--- src/rtl/mantissa_mul_seq_pkg.sv ---
// Shared FPU multiply-path constants and the sequential multiplier state encoding.
package mantissa_mul_seq_pkg;

    localparam int MANTISSA_LENGTH = 24;
    localparam int PRODUCT_LENGTH  = 2 * MANTISSA_LENGTH;

    typedef enum logic [1:0] {
        ST_IDLE = 2'd0,
        ST_RUN  = 2'd1,
        ST_DONE = 2'd2
    } mul_state_e;

endpackage

--- src/rtl/mantissa_mul_seq_step.sv ---
// One shift-add partial-product cell: conditional add of the multiplicand into the
// upper accumulator, then a 1-bit right shift that keeps the adder carry.
module single_mul_step
    import mantissa_mul_seq_pkg::*;
#(
    parameter int MANTISSA_LENGTH = mantissa_mul_seq_pkg::MANTISSA_LENGTH
) (
    input  logic [MANTISSA_LENGTH-1:0] acc_hi,
    input  logic [MANTISSA_LENGTH-1:0] mcand,
    input  logic                       mplier_lsb,
    output logic [MANTISSA_LENGTH-1:0] next_acc_hi,
    output logic                       shift_bit
);

    logic [MANTISSA_LENGTH:0] sum;

    assign sum = {1'b0, acc_hi} + {1'b0, mcand & {MANTISSA_LENGTH{mplier_lsb}}};

    // The carry lands in the MSB of the shifted accumulator; the LSB drops into the low half.
    assign next_acc_hi = sum[MANTISSA_LENGTH:1];
    assign shift_bit   = sum[0];

endmodule

--- src/rtl/mantissa_mul_seq.sv ---
// Sequential shift-add mantissa multiplier: one partial product per clock,
// full 2*MANTISSA_LENGTH-bit product with start/busy/done handshake.
module mantissa_mul_seq
    import mantissa_mul_seq_pkg::*;
#(
    parameter int MANTISSA_LENGTH = mantissa_mul_seq_pkg::MANTISSA_LENGTH
) (
    input  logic                           clk,
    input  logic                           rst,
    input  logic                           start,
    input  logic [MANTISSA_LENGTH-1:0]     operand_a,
    input  logic [MANTISSA_LENGTH-1:0]     operand_b,
    output logic                           busy,
    output logic                           done,
    output logic [2*MANTISSA_LENGTH-1:0]   product,
    output logic                           norm_shift
);

    localparam int ML = MANTISSA_LENGTH;
    localparam int CW = (ML > 1) ? $clog2(ML) : 1;
    localparam logic [CW-1:0] LAST_STEP = CW'(ML - 1);

    mul_state_e     state;
    logic [ML-1:0]  mcand_r;
    logic [ML-1:0]  mplier_r;
    logic [ML-1:0]  acc_hi;
    logic [ML-1:0]  acc_lo;
    logic [CW-1:0]  count;
    logic [ML-1:0]  next_acc_hi;
    logic           shift_bit;
    logic           accept;

    assign accept = start && (state == ST_IDLE || state == ST_DONE);

    single_mul_step #(.MANTISSA_LENGTH(ML)) u_step (
        .acc_hi      (acc_hi),
        .mcand       (mcand_r),
        .mplier_lsb  (mplier_r[0]),
        .next_acc_hi (next_acc_hi),
        .shift_bit   (shift_bit)
    );

    always_ff @(posedge clk or posedge rst) begin
        if (rst) begin
            state      <= ST_IDLE;
            busy       <= 1'b0;
            done       <= 1'b0;
            product    <= '0;
            norm_shift <= 1'b0;
            mcand_r    <= '0;
            mplier_r   <= '0;
            acc_hi     <= '0;
            acc_lo     <= '0;
            count      <= '0;
        end else begin
            done <= 1'b0;
            if (accept) begin
                // DONE also accepts, giving zero-bubble back-to-back operation.
                mcand_r  <= operand_a;
                mplier_r <= operand_b;
                acc_hi   <= '0;
                acc_lo   <= '0;
                count    <= '0;
                state    <= ST_RUN;
                busy     <= 1'b1;
            end else begin
                case (state)
                    ST_RUN: begin
                        acc_hi   <= next_acc_hi;
                        acc_lo   <= {shift_bit, acc_lo[ML-1:1]};
                        mplier_r <= mplier_r >> 1;
                        count    <= count + CW'(1);
                        if (count == LAST_STEP) begin
                            state      <= ST_DONE;
                            busy       <= 1'b0;
                            done       <= 1'b1;
                            product    <= {next_acc_hi, shift_bit, acc_lo[ML-1:1]};
                            norm_shift <= next_acc_hi[ML-1];
                        end
                    end
                    ST_DONE: begin
                        state <= ST_IDLE;
                        busy  <= 1'b0;
                    end
                    default: begin
                        state <= ST_IDLE;
                        busy  <= 1'b0;
                    end
                endcase
            end
        end
    end

endmodule
--- config.mk ---
export PLATFORM = sky130hd
export DESIGN_NAME = mantissa_mul_seq
export DESIGN_NICKNAME = d
export VERILOG_FILES = /design/src/rtl/mantissa_mul_seq_pkg.sv /design/src/rtl/mantissa_mul_seq_step.sv /design/src/rtl/mantissa_mul_seq.sv
export SDC_FILE = /design/constraint.sdc
export NUM_CORES = 1
export LEC_CHECK = 0
export ABC_CLOCK_PERIOD_IN_PS = 6400
export CAP_MARGIN = 25
export CORE_ASPECT_RATIO = 0.5
export CORE_MARGIN = 2
export CORE_UTILIZATION = 63
export CTS_BUF_LIST = sky130_fd_sc_hd__clkbuf_4
export DETAILED_ROUTE_END_ITERATION = 12
export DONT_BUFFER_PORTS = 1
export MAX_ROUTING_LAYER = met4
export PLACE_DENSITY = 0.82
export SETUP_SLACK_MARGIN = 0.2
export SLEW_MARGIN = 10
export SYNTH_ARGS = -nofsm -noshare
export SYNTH_HDL_FRONTEND = slang
export SYNTH_SLANG_ARGS = --single-unit
--- constraint.sdc ---
create_clock -name clk -period 6.4 [get_ports clk]
set_clock_uncertainty 0.2 [all_clocks]
set_input_delay 1.28 -clock clk [delete_from_list [all_inputs] [get_ports clk]]
set_output_delay 1.28 -clock clk [all_outputs]
set_load 0.005 [all_outputs]
==> run summary <==
The initial antenna violation count is 0. In this run the biggest area consumer among cell types represents a little over half of the synthesized area. The kind of critical path is register to register. The data arrival time of the critical path is roughly 3800 ps.

The mean instance size in the synthesized netlist is approximately 9.6 um^2. After synthesis, flip-flops and latches occupy around 52% of the total area. The growth of design area from synthesis to finish came out at 5.738%. The pin slew with the least headroom to its limit came out at roughly 860 ps.

The worst ir drop on vdd is about 0.25 mV. The element type at the critical path start is a register. The post-placement worst setup slack came out at roughly 3000 ps. The number of global-route vias before repair is about 5200.

The largest individual stage delay along the critical path comes from the cell sky130_fd_sc_hd__inv_2. The critical path goes through nor2b_4 -> buf_4 -> nand2_1 -> inv_2 -> nand3_1 -> or3_2 -> nand3_1. The tightest min-delay check is of the register to register type.

The overall die area is 12450 um^2. In this run the count of I/O pins placed on the die edge is 102. The number of remaining DRC errors is 0. Together, buffers and inverters on the worst path number 2. The post-synthesis cell type with the largest combined area is sky130_fd_sc_hd__dfrtp_1. The largest stage delay on the critical path is approximately 670 ps. The net count of the finished layout is between 800 and 900.

The flop and latch count out of synthesis came out at 151. The share of synthesized cell area in and, or, nand and nor gates came out at about a fifth. Counting stages on the worst path, the most repeated cell is sky130_fd_sc_hd__nand3_1. Detailed placement ended at an HPWL of around 11000 um.

Hold is met by 285.0 ps. The number of antenna cells inserted is 0. TritonCTS built the clock tree. The worst register-to-register path ends at product[43].

The power density over the cells is roughly 510 nW/um^2. Timing would allow up to 286.6 MHz. The total count of max-transition violations in the final report is 0.

The starting density of the core is between 60% and 70%. The xor/xnor cell area share of the yosys netlist came out at 2.051%. The pin count of the biggest net entering global routing is 96. The analysis attributes to net switching a power of 1.675 mW. The share of the cycle needed by the critical path after routing is approximately 55%. In the routed layout, each cell is associated on average with a via count of approximately 6.2. By area, the combinational part of the netlist is dominated by simple AND/OR/NAND/NOR gates. The finished layout cell area came out at 7677 um^2. The total of cells resized after clock tree synthesis came out at 0. The first detailed-routing pass ran for 5 iterations. Setup repair after global routing left no endpoint under its margin. The synthesized netlist devotes about 17% of its cell area to compound gates. The number of setup violations in the final report came out at 0. The total overflow left after global routing is 0. The worst slew margin relative to its limit is between 40 and 50%.

The summed instance area of the synthesized netlist came out at 7261 um^2. The final route contains between 5000 and 6000 vias. The die is around 80 um tall. CTS placed an instance of sky130_fd_sc_hd__clkbuf_4 at the clock tree root. The number of instances in the synthesized netlist is 756.

The number of setup buffers added after CTS is 0. The startpoint identified for the worst hold timing path is mcand_r[19]. The share of cells above drive strength 1 is under 10%. After layout, the design draws a total of just under 4 mW. By instance count, the leading cell after synthesis is sky130_fd_sc_hd__nand2_1.

The final weighted congestion in routability-driven placement came out at roughly 0.95. Sorting the synthesized cells by area gives the leading types as sky130_fd_sc_hd__dfrtp_1 52%, sky130_fd_sc_hd__nand2_1 13%, sky130_fd_sc_hd__a22o_1 4.6%. The detail route stage leaves a number of antenna-violating nets equal to 0.

The setup slack of the worst register-to-register path came out at about 2900 ps. The element type at the critical path end is a register. The adder and majority cell fraction of the synthesized area came out at ~4.6%. At the worst endpoint, the required time is around 6700 ps. The clock period minus final worst setup slack is between 3000 and 4000 ps.

The sequential share of power came out at 42.1%. The worst reg2reg path depth is 7. The switching share of total power is a little over two fifths. The port buffer count came out at 0.

In the synthesized netlist the dominant register cell turns out to be sky130_fd_sc_hd__dfrtp_1. In this run the worst path has a maximum fanout of 46. The number of buffers inserted by hold repair at cts came out at 0. From left edge to right edge, the die measures ~160 um. The violation count after the first detailed-routing iteration came out at 617. The kind of cell adding the most delay to the critical path is simple AND/OR/NAND/NOR gates. The total detailed-routing wirelength came out at 15980 um. The count of final hold-check violations came to 0. Of the total power, the clock network draws 16.5%. The number of buffers created by CTS is 17. The routed length per instance came out at 17.81 um. The sum of negative setup slack is 0 ps. The flow ran to the end, and the final reports show no timing, DRC or antenna violations. The final worst slack is 2911 ps. The worst hold path terminates at mcand_r[19]. The number of stages on the worst hold path is 2. The H-tree generated during clock tree synthesis spans 4 levels. The startpoint identified for the worst register-to-register timing path is state[0]. Row generation in the floorplan step produced 27 rows. The reported max-cap violation count is 0. The async set-or-reset flop fraction in the synthesized netlist came out at 100.0%. After synthesis, the most frequently instantiated cells are 243 x sky130_fd_sc_hd__nand2_1, 151 x sky130_fd_sc_hd__dfrtp_1, 38 x sky130_fd_sc_hd__a22o_1. The part of the total power dissipated in combinational logic is slightly above 40%.

Yosys mapped the design onto 56 distinct sky130hd cell types. The placed instances occupy a cell area of 7352 um^2. The clock slew seen by the registers of the worst setup and hold paths came out at between 150 and 200 ps. The count of synthesis-stage warnings from yosys came out at 0.

For this run, the total global-route usage over all layers was measured as 28.53%. The count of clock tree sinks is roughly 150. The proportion of synthesized area in mux cells is roughly 1.4%. The placeable core region is approximately 11000 um^2. The source-to-sink clock delay at the later pin of the worst-skew pair is roughly 560 ps. The global-route wire length before repair came out at roughly 27000 um. The net count after synthesis is approximately 830. The internal power of the cells totals around 2.3 mW. The maximum root-to-sink buffer count is 2. The total leakage power came out at about 3.8 nW. In this run, synthesis inferred 0 flip-flops with an integrated enable.
## power by group through the flow
stage / Combinational [mW] / Sequential [mW] / Clock [mW]
finish: 1.62 / 1.65 / 0.648
CTS: 1.61 / 1.65 / 0.656
detailed placement: 1.61 / 1.67 / 0
global placement: 1.55 / 1.66 / 0
floorplan: 1.32 / 1.56 / 0
global route: 1.83 / 1.71 / 0.696
## placed cells by master (no fill, tap or decap), drive strengths merged, types with 9 or more instances in the layout
cell type,instances
and2,28
nand2,244
o21ai,34
xor2,11
nand3,13
nor3,9
inv,12
a21oi,29
clkbuf,17
dfrtp,151
ha,25
nor2,12
a22o,38
nand4,12
a22oi,25
mux2,9
## state kept, by name, indices dropped and copies added (netlist names)
signal	flops
product	47
acc_hi	24
mcand_r	24
mplier_r	24
acc_lo	23
count	5
state	2
done	1
norm_shift	1
## routing by layer
metal	vias up	GRT usage (%)	share of wire (%)
met5	-	-	0
met4	0	7.798	1.5
met3	26	7.600	7.3
met2	191	39.25	41
li1	2618	-	-
met1	2692	41.78	50
## kinds of logic (layout without fill, tap and decap cells)
family | after synthesis | in the layout
AND/OR/NAND/NOR | 339 | 339
AO/OA/AOI/OAI | 168 | 168
flip-flops | 151 | 151
buffers and inverters | 46 | 42
adder cells (fa/ha/maj) | 26 | 26
XOR/XNOR | 17 | 17
multiplexers | 9 | 9
## worst max-delay path by stage
stage	from	end	slack [ps]	cells after the start
CTS	state[0]	product[43]	2970	7
floorplan	rst	acc_hi[0]	860	1
finish	state[0]	product[43]	2910	7
detailed placement	start	acc_hi[16]	2940	7
global placement	start	acc_hi[16]	3020	7
global route	state[0]	product[43]	2620	7
## through the flow
| stage | util (%) | std cells |
|---|---|---|
| final | 69.08 | 897 |
| after global routing | 69.08 | 897 |
| after CTS | 69.08 | 897 |
| after detailed placement | 66.15 | 865 |
| after global placement | 66.01 | 864 |
| after floorplan | - | 756 |
## worst register-to-register path, delay by kind of cell, from the launching register on
kind          cells  cell delay [ps]
buf+inv           2             1240
flops             1              480
simple gates      5             1520
## area by class of cell
cell class / count / area, um^2
clock inverters: 15 / 197.7
fillers: 865 / 3437
repair buffers: 6 / 52.55
flip-flops and latches: 151 / 3779
clock buffers: 17 / 127.6
well taps: 145 / 181.4
multi-input cells: 559 / 3319
inverters: 4 / 20.02
(Power assumes the default switching activity.)
